**config.mk**
```make
export PLATFORM = sky130hd
export DESIGN_NAME = wb_axi_ddr_bridge
export DESIGN_NICKNAME = d
export VERILOG_FILES = /design/src/rtl/wb_axi_pkg.sv /design/src/rtl/wb_axi_ddr_bridge.sv
export SDC_FILE = /design/constraint.sdc
export NUM_CORES = 1
export LEC_CHECK = 0
export CAP_MARGIN = 25
export CORE_AREA = 4 4 130 132
export DETAILED_ROUTE_END_ITERATION = 6
export DIE_AREA = 0 0 134 136
export HOLD_SLACK_MARGIN = 0.15
export PLACE_DENSITY = 0.7
export SLEW_MARGIN = 20
export SYNTH_ARGS = -nofsm -noshare
export SYNTH_HDL_FRONTEND = slang
export SYNTH_SLANG_ARGS = --single-unit
```
**constraint.sdc**
```tcl
create_clock -name clk -period 4.9 [get_ports clk]
set_input_delay 0.49 -clock clk [delete_from_list [all_inputs] [get_ports clk]]
set_output_delay 0.49 -clock clk [all_outputs]
set_load 0.02 [all_outputs]
```
**src/rtl/wb_axi_pkg.sv**
```systemverilog
// Shared types and AXI encodings for the Wishbone-to-AXI DDR bridge.
package wb_axi_pkg;

  typedef enum logic [2:0] {
    IDLE,
    WADDR,
    WRESP,
    RADDR,
    RDATA
  } state_t;

  localparam logic [1:0] AXI_BURST_INCR      = 2'b01;
  localparam logic [2:0] AXI_SIZE_8B         = 3'd3;
  localparam int         AXI_RESP_SLVERR_BIT = 1;

  // Places the 32-bit Wishbone byte selects on the addressed half of the 64-bit beat.
  function automatic logic [7:0] lane_strobe(input logic lane, input logic [3:0] sel);
    return lane ? {sel, 4'h0} : {4'h0, sel};
  endfunction

endpackage

```
**src/rtl/wb_axi_ddr_bridge.sv**
```systemverilog
// Wishbone B4 classic 32-bit slave to single-beat 64-bit AXI4 master feeding the DDR user port.
// One transaction in flight; every Wishbone access becomes exactly one AXI beat.
module wb_axi_ddr_bridge
  import wb_axi_pkg::*;
#(
  parameter int                  ADDR_WIDTH = 27,
  parameter int                  ID_WIDTH   = 1,
  parameter logic [ID_WIDTH-1:0] AXI_ID     = '0
) (
  input  logic                  clk,
  input  logic                  rst,
  // Wishbone slave
  input  logic [ADDR_WIDTH-1:0] wb_adr_i,
  input  logic [31:0]           wb_dat_i,
  input  logic [3:0]            wb_sel_i,
  input  logic                  wb_we_i,
  input  logic                  wb_cyc_i,
  input  logic                  wb_stb_i,
  output logic [31:0]           wb_dat_o,
  output logic                  wb_ack_o,
  output logic                  wb_err_o,
  // AXI4 write address
  output logic [ID_WIDTH-1:0]   o_awid,
  output logic [ADDR_WIDTH-1:0] o_awaddr,
  output logic [7:0]            o_awlen,
  output logic [2:0]            o_awsize,
  output logic [1:0]            o_awburst,
  output logic                  o_awvalid,
  input  logic                  i_awready,
  // AXI4 write data
  output logic [63:0]           o_wdata,
  output logic [7:0]            o_wstrb,
  output logic                  o_wlast,
  output logic                  o_wvalid,
  input  logic                  i_wready,
  // AXI4 write response
  input  logic [ID_WIDTH-1:0]   i_bid,
  input  logic [1:0]            i_bresp,
  input  logic                  i_bvalid,
  output logic                  o_bready,
  // AXI4 read address
  output logic [ID_WIDTH-1:0]   o_arid,
  output logic [ADDR_WIDTH-1:0] o_araddr,
  output logic [7:0]            o_arlen,
  output logic [2:0]            o_arsize,
  output logic [1:0]            o_arburst,
  output logic                  o_arvalid,
  input  logic                  i_arready,
  // AXI4 read data
  input  logic [ID_WIDTH-1:0]   i_rid,
  input  logic [63:0]           i_rdata,
  input  logic [1:0]            i_rresp,
  input  logic                  i_rlast,
  input  logic                  i_rvalid,
  output logic                  o_rready
);

  state_t                state, state_next;
  logic [ADDR_WIDTH-4:0] req_addr_hi;
  logic                  req_lane;
  logic [31:0]           req_dat;
  logic [3:0]            req_sel;
  logic                  aw_done, w_done, cyc_lost;
  logic                  accept, aw_hs, w_hs;
  logic                  resp_done, resp_err, resp_keep;

  // The ack/err cycle is excluded so a master still holding stb is not accepted twice.
  assign accept    = (state == IDLE) && wb_cyc_i && wb_stb_i && !wb_ack_o && !wb_err_o;
  assign aw_hs     = o_awvalid && i_awready;
  assign w_hs      = o_wvalid && i_wready;
  assign resp_keep = wb_cyc_i && !cyc_lost;

  assign o_awid    = AXI_ID;
  assign o_awaddr  = {req_addr_hi, 3'b000};
  assign o_awlen   = 8'd0;
  assign o_awsize  = AXI_SIZE_8B;
  assign o_awburst = AXI_BURST_INCR;
  assign o_wdata   = {req_dat, req_dat};
  assign o_wstrb   = lane_strobe(req_lane, req_sel);
  assign o_wlast   = 1'b1;
  assign o_arid    = AXI_ID;
  assign o_araddr  = {req_addr_hi, 3'b000};
  assign o_arlen   = 8'd0;
  assign o_arsize  = AXI_SIZE_8B;
  assign o_arburst = AXI_BURST_INCR;

  always_ff @(posedge clk) begin
    if (rst) state <= IDLE;
    else     state <= state_next;
  end

  always_comb begin
    // NOTE: default assignment first so no path through the case leaves a latch.
    state_next = state;
    case (state)
      IDLE:    if (accept) state_next = wb_we_i ? WADDR : RADDR;
      WADDR:   if ((aw_done || aw_hs) && (w_done || w_hs)) state_next = WRESP;
      WRESP:   if (i_bvalid) state_next = IDLE;
      RADDR:   if (i_arready) state_next = RDATA;
      RDATA:   if (i_rvalid) state_next = IDLE;
      default: state_next = IDLE;
    endcase
  end

  always_comb begin
    o_awvalid = 1'b0;
    o_wvalid  = 1'b0;
    o_bready  = 1'b0;
    o_arvalid = 1'b0;
    o_rready  = 1'b0;
    resp_done = 1'b0;
    resp_err  = 1'b0;
    case (state)
      WADDR: begin
        o_awvalid = !aw_done;
        o_wvalid  = !w_done;
      end
      WRESP: begin
        o_bready  = 1'b1;
        resp_done = i_bvalid;
        resp_err  = i_bresp[AXI_RESP_SLVERR_BIT];
      end
      RADDR: o_arvalid = 1'b1;
      RDATA: begin
        o_rready  = 1'b1;
        resp_done = i_rvalid;
        resp_err  = i_rresp[AXI_RESP_SLVERR_BIT] || !i_rlast;
      end
      default: ;
    endcase
  end

  always_ff @(posedge clk) begin
    if (rst) begin
      aw_done  <= 1'b0;
      w_done   <= 1'b0;
      cyc_lost <= 1'b0;
      wb_ack_o <= 1'b0;
      wb_err_o <= 1'b0;
      wb_dat_o <= '0;
    end else begin
      wb_ack_o <= resp_done && !resp_err && resp_keep;
      wb_err_o <= resp_done && resp_err && resp_keep;
      if (accept) begin
        aw_done  <= 1'b0;
        w_done   <= 1'b0;
        cyc_lost <= 1'b0;
      end else begin
        if (aw_hs) aw_done <= 1'b1;
        if (w_hs)  w_done  <= 1'b1;
        // An abandoned cycle still finishes on AXI but must not ack a later master.
        if (state != IDLE && !wb_cyc_i) cyc_lost <= 1'b1;
      end
      if (state == RDATA && i_rvalid)
        wb_dat_o <= req_lane ? i_rdata[63:32] : i_rdata[31:0];
    end
  end

  // NOTE: request payload needs no reset; it is only observed once a request has loaded it.
  always_ff @(posedge clk) begin
    if (accept) begin
      req_addr_hi <= wb_adr_i[ADDR_WIDTH-1:3];
      req_lane    <= wb_adr_i[2];
      req_dat     <= wb_dat_i;
      req_sel     <= wb_sel_i;
    end
  end

  logic unused_ok;
  assign unused_ok = ^{wb_adr_i[1:0], i_bid, i_rid, i_bresp, i_rresp};

endmodule

```
==> summary.txt <==
SYNTHESIS
----------------------------------------------------------------------------------------------------
Adder-cell share of the synthesized area                                                           0
Warnings from Yosys                                                                                0
Number of synthesized register bits                                                              101
Area share of and/or/nand/nor cells after synthesis                                          0.08217
Total standard cell area after synthesis                                                    4568 um2
Cells after Synth                                                                                361
Compound-Gate Fraction of Synth Area                                                         0.09915
Mean cell area of the mapped netlist                                                       12.65 um2
Xor-xnor portion of the synthesized cell area                                                      0
Library cells used by synthesis                                                                   31
Multiplexer area fraction after synthesis                                                    0.07012
Sequential fraction of the synthesis area                                                     0.5763
Main combinational cell family by area after synthesis                                  buffers and inverters

FLOORPLANNING
----------------------------------------------------------------------------------------------------
DIE HEIGHT                                                                                    136 um
Ports placed on the boundary                                                                     338
Starting utilization of the core area                                                         0.2907
Width of the chip                                                                             134 um
Core Box Area                                                                              15710 um2
Overall die area                                                                           18220 um2
Number of standard-cell rows in the floorplan                                                     46

CRITICAL PATH
----------------------------------------------------------------------------------------------------
Required time reported for the critical path endpoint                                        4410 ps
Data arrival time of the critical path                                                       2090 ps
Critical path endpoint category                                                          output port
Type of the setup path with the least slack                                               reg -> out
CP max FO                                                                                         13
Startpoint type of the worst setup path                                                     register

DETAILED ROUTING
----------------------------------------------------------------------------------------------------
Detail Route Antenna Nets                                                                          0
DRC violations left                                                                                0
Detailed Route Iter0 Violations                                                                  106
Vias per std cell                                                                              4.118
Final routed wire length divided by cell count                                              16.81 um
Total number of vias                                                                            3360
Drt first pass iters                                                                               4
DRT Wirelength                                                                              13720 um

CLOCK NETWORK
----------------------------------------------------------------------------------------------------
Clock-pin slew reported for the worst setup and hold paths after clock tree synthesis          70 ps
Count of clock tree sinks                                                                        101
Number of buffers inserted by hold repair at cts                                                   0
Number of post-CTS setup repair buffers                                                            0
TritonCTS clock tree                                                                           built
Number of buffers inserted during clock tree synthesis                                             9
Total of cells resized after clock tree synthesis                                                  0
Maximum buffer depth of the clock tree                                                             2
Clock network latency to the later pin of the worst-skew pair                                 350 ps
CTS H-Tree Depth                                                                                   3
Clock root buffer                                                                          clkbuf_16

GLOBAL ROUTING
----------------------------------------------------------------------------------------------------
Overall overflow remaining after global route                                                      0
Number of global-route vias before repair                                                       3509
Pin count of the biggest net entering global routing                                              65
Number of antenna violations at the first check in global routing                                  1
GR Util All Layers                                                                            0.1413
First-pass GRT wire length                                                                  19570 um

LAYOUT
----------------------------------------------------------------------------------------------------
Fillcell total                                                                                  1457
Top library cells by usage in the layout, fill and taps aside                           clkdlybuf4s50_1 (295), edfxtp_1 (61), dfxtp_1 (40)
Proportion of layout cells with a drive suffix above 1                                       0.08500
Most frequent standard cell in the layout excluding fill and tap cells                  clkdlybuf4s50_1
Area growth from synthesis to final layout                                                    64.23%
Ant. Diodes                                                                                        0
Non-Filler Instances                                                                             816
Nets                                                                                             739

JOB
----------------------------------------------------------------------------------------------------
Number of max-capacitance violations reported                                                      0

STA
----------------------------------------------------------------------------------------------------
Max-slew headroom at the worst pin                                                            0.3737
Maximum clock rate                                                                         387.6 MHz
Final cycle utilization of the critical path                                                  0.5266
Post-route clock skew                                                                       14.96 ps
Setup repair after global routing missed its margin                                            false
Final setup violation count                                                                        0
Fin crit period                                                                              2580 ps
Worst hold slack                                                                            488.1 ps
Worst slew pin tran                                                                         939.4 ps
Fin. Hold Viols                                                                                    0
Final slew viol count                                                                              0
Final-layout setup total negative slack                                                         0 ps

POWER AND IR DROP
----------------------------------------------------------------------------------------------------
Worst IR Drop VDD                                                                           185.1 uV
Leakage power                                                                               2.680 nW
Cell Pwr Density                                                                        281.3 nW/um2

PLACE
----------------------------------------------------------------------------------------------------
Routability cong.                                                                             0.7809
Hpwl dp                                                                                     11100 um
Placed Cells incl. Taps                                                                          799
Buffers on Ports                                                                                 296

MIN PATH
----------------------------------------------------------------------------------------------------
Class of the tightest hold or removal check                                               reg -> reg

OUTCOME
----------------------------------------------------------------------------------------------------
Run status                                                                              complete, no violations

==> critical path: stages (launching register included) <==
cell             delay [ps]
dfxtp_1                 550
nor2b_1                 290
nand2b_1                110
nor2_1                  140
clkdlybuf4s50_1         650
==> metrics by stage <==
step                utilization  instance area (um2)  power (mW)  worst slack [ps]
CTS                      0.4762                 7482       2.145              2292
floorplan                     -                 4692       1.197             817.7
global placement         0.4564                 7171       1.377              2136
detailed placement       0.4564                 7171       1.384              2062
finish                   0.4775                 7502       2.110              2320
global route             0.4775                 7502       2.201              2180
==> cells in the mapped netlist <==
master / instances / area (um2)
o2111ai_1: 2 / 17.52
nor2_1: 39 / 146.4
o211ai_1: 1 / 7.510
and2_1: 6 / 37.54
clkbuf_1: 6 / 22.52
or2_2: 1 / 6.260
o2bb2ai_1: 1 / 8.760
nand4bb_1: 1 / 11.26
inv_1: 1 / 3.750
a211oi_1: 4 / 30.03
conb_1: 2 / 7.510
and4bb_1: 1 / 12.51
o311a_1: 1 / 10.01
dfxtp_1: 40 / 800.8
and3b_1: 2 / 17.52
nand3b_1: 1 / 7.510
nand2_1: 1 / 3.750
nand3_1: 2 / 10.01
buf_2: 8 / 40.04
mux2i_1: 32 / 320.3
nor3b_1: 2 / 15.01
nand2b_1: 4 / 25.02
buf_4: 95 / 713.2
nand4_1: 1 / 6.260
a211oi_2: 28 / 350.3
nor3_1: 4 / 20.02
nor2b_1: 8 / 50.05
or3_1: 1 / 6.260
edfxtp_1: 61 / 1832
o32ai_1: 1 / 8.760
a21oi_1: 4 / 20.02
==> registers in the layout (all words and copies together), names as in the netlist <==
name,flops
w_done,1
wb_dat_o,32
cyc_lost,1
aw_done,1
wb_ack_o,1
wb_err_o,1
req_lane,1
state,3
req_sel,4
req_addr_hi,24
req_dat,32
==> power by group <==
part	total, mW	switching [mW]	internal [mW]
registers	0.964	0.0235	0.941
clock network	0.746	0.338	0.408
logic	0.399	0.188	0.211
total	2.11	0.550	1.56
==> final timing paths <==
check | start | end | slack [ps] | cells after the start
setup / recovery | state[0] | o_wvalid | 2320 | 4
hold / removal | cyc_lost | cyc_lost | 490 | 2
setup reg to reg | state[2] | req_dat[6] | 2640 | 3
hold reg to reg | cyc_lost | cyc_lost | 490 | 2
==> cells by family after synthesis <==
logic type / after synthesis
other cells: 2
mux: 32
compound gates: 42
flops: 101
buf+inv: 110
simple gates: 74
==> layer usage <==
metal  wire length (um)  global-route usage  up-vias
li1                   -                   -     1613
met4                302             0.06000        2
met1               4855              0.1454     1532
met2               7180              0.2586      195
met3               1362             0.05181       18
met5                 13                   0        -
==> final cells by class <==
cell class / count / area (um2) / area share
clock inverters: 7 / 86.33 / 0.01151
flip-flops and latches: 101 / 2633 / 0.3509
well taps: 216 / 270.3 / 0.03602
repair buffers: 299 / 2993 / 0.3989
clock buffers: 9 / 225.2 / 0.03002
inverters: 1 / 3.754 / 0.0005003
multi-input cells: 183 / 1291 / 0.1721
No activity file was read; power rests on OpenSTA's default activity.
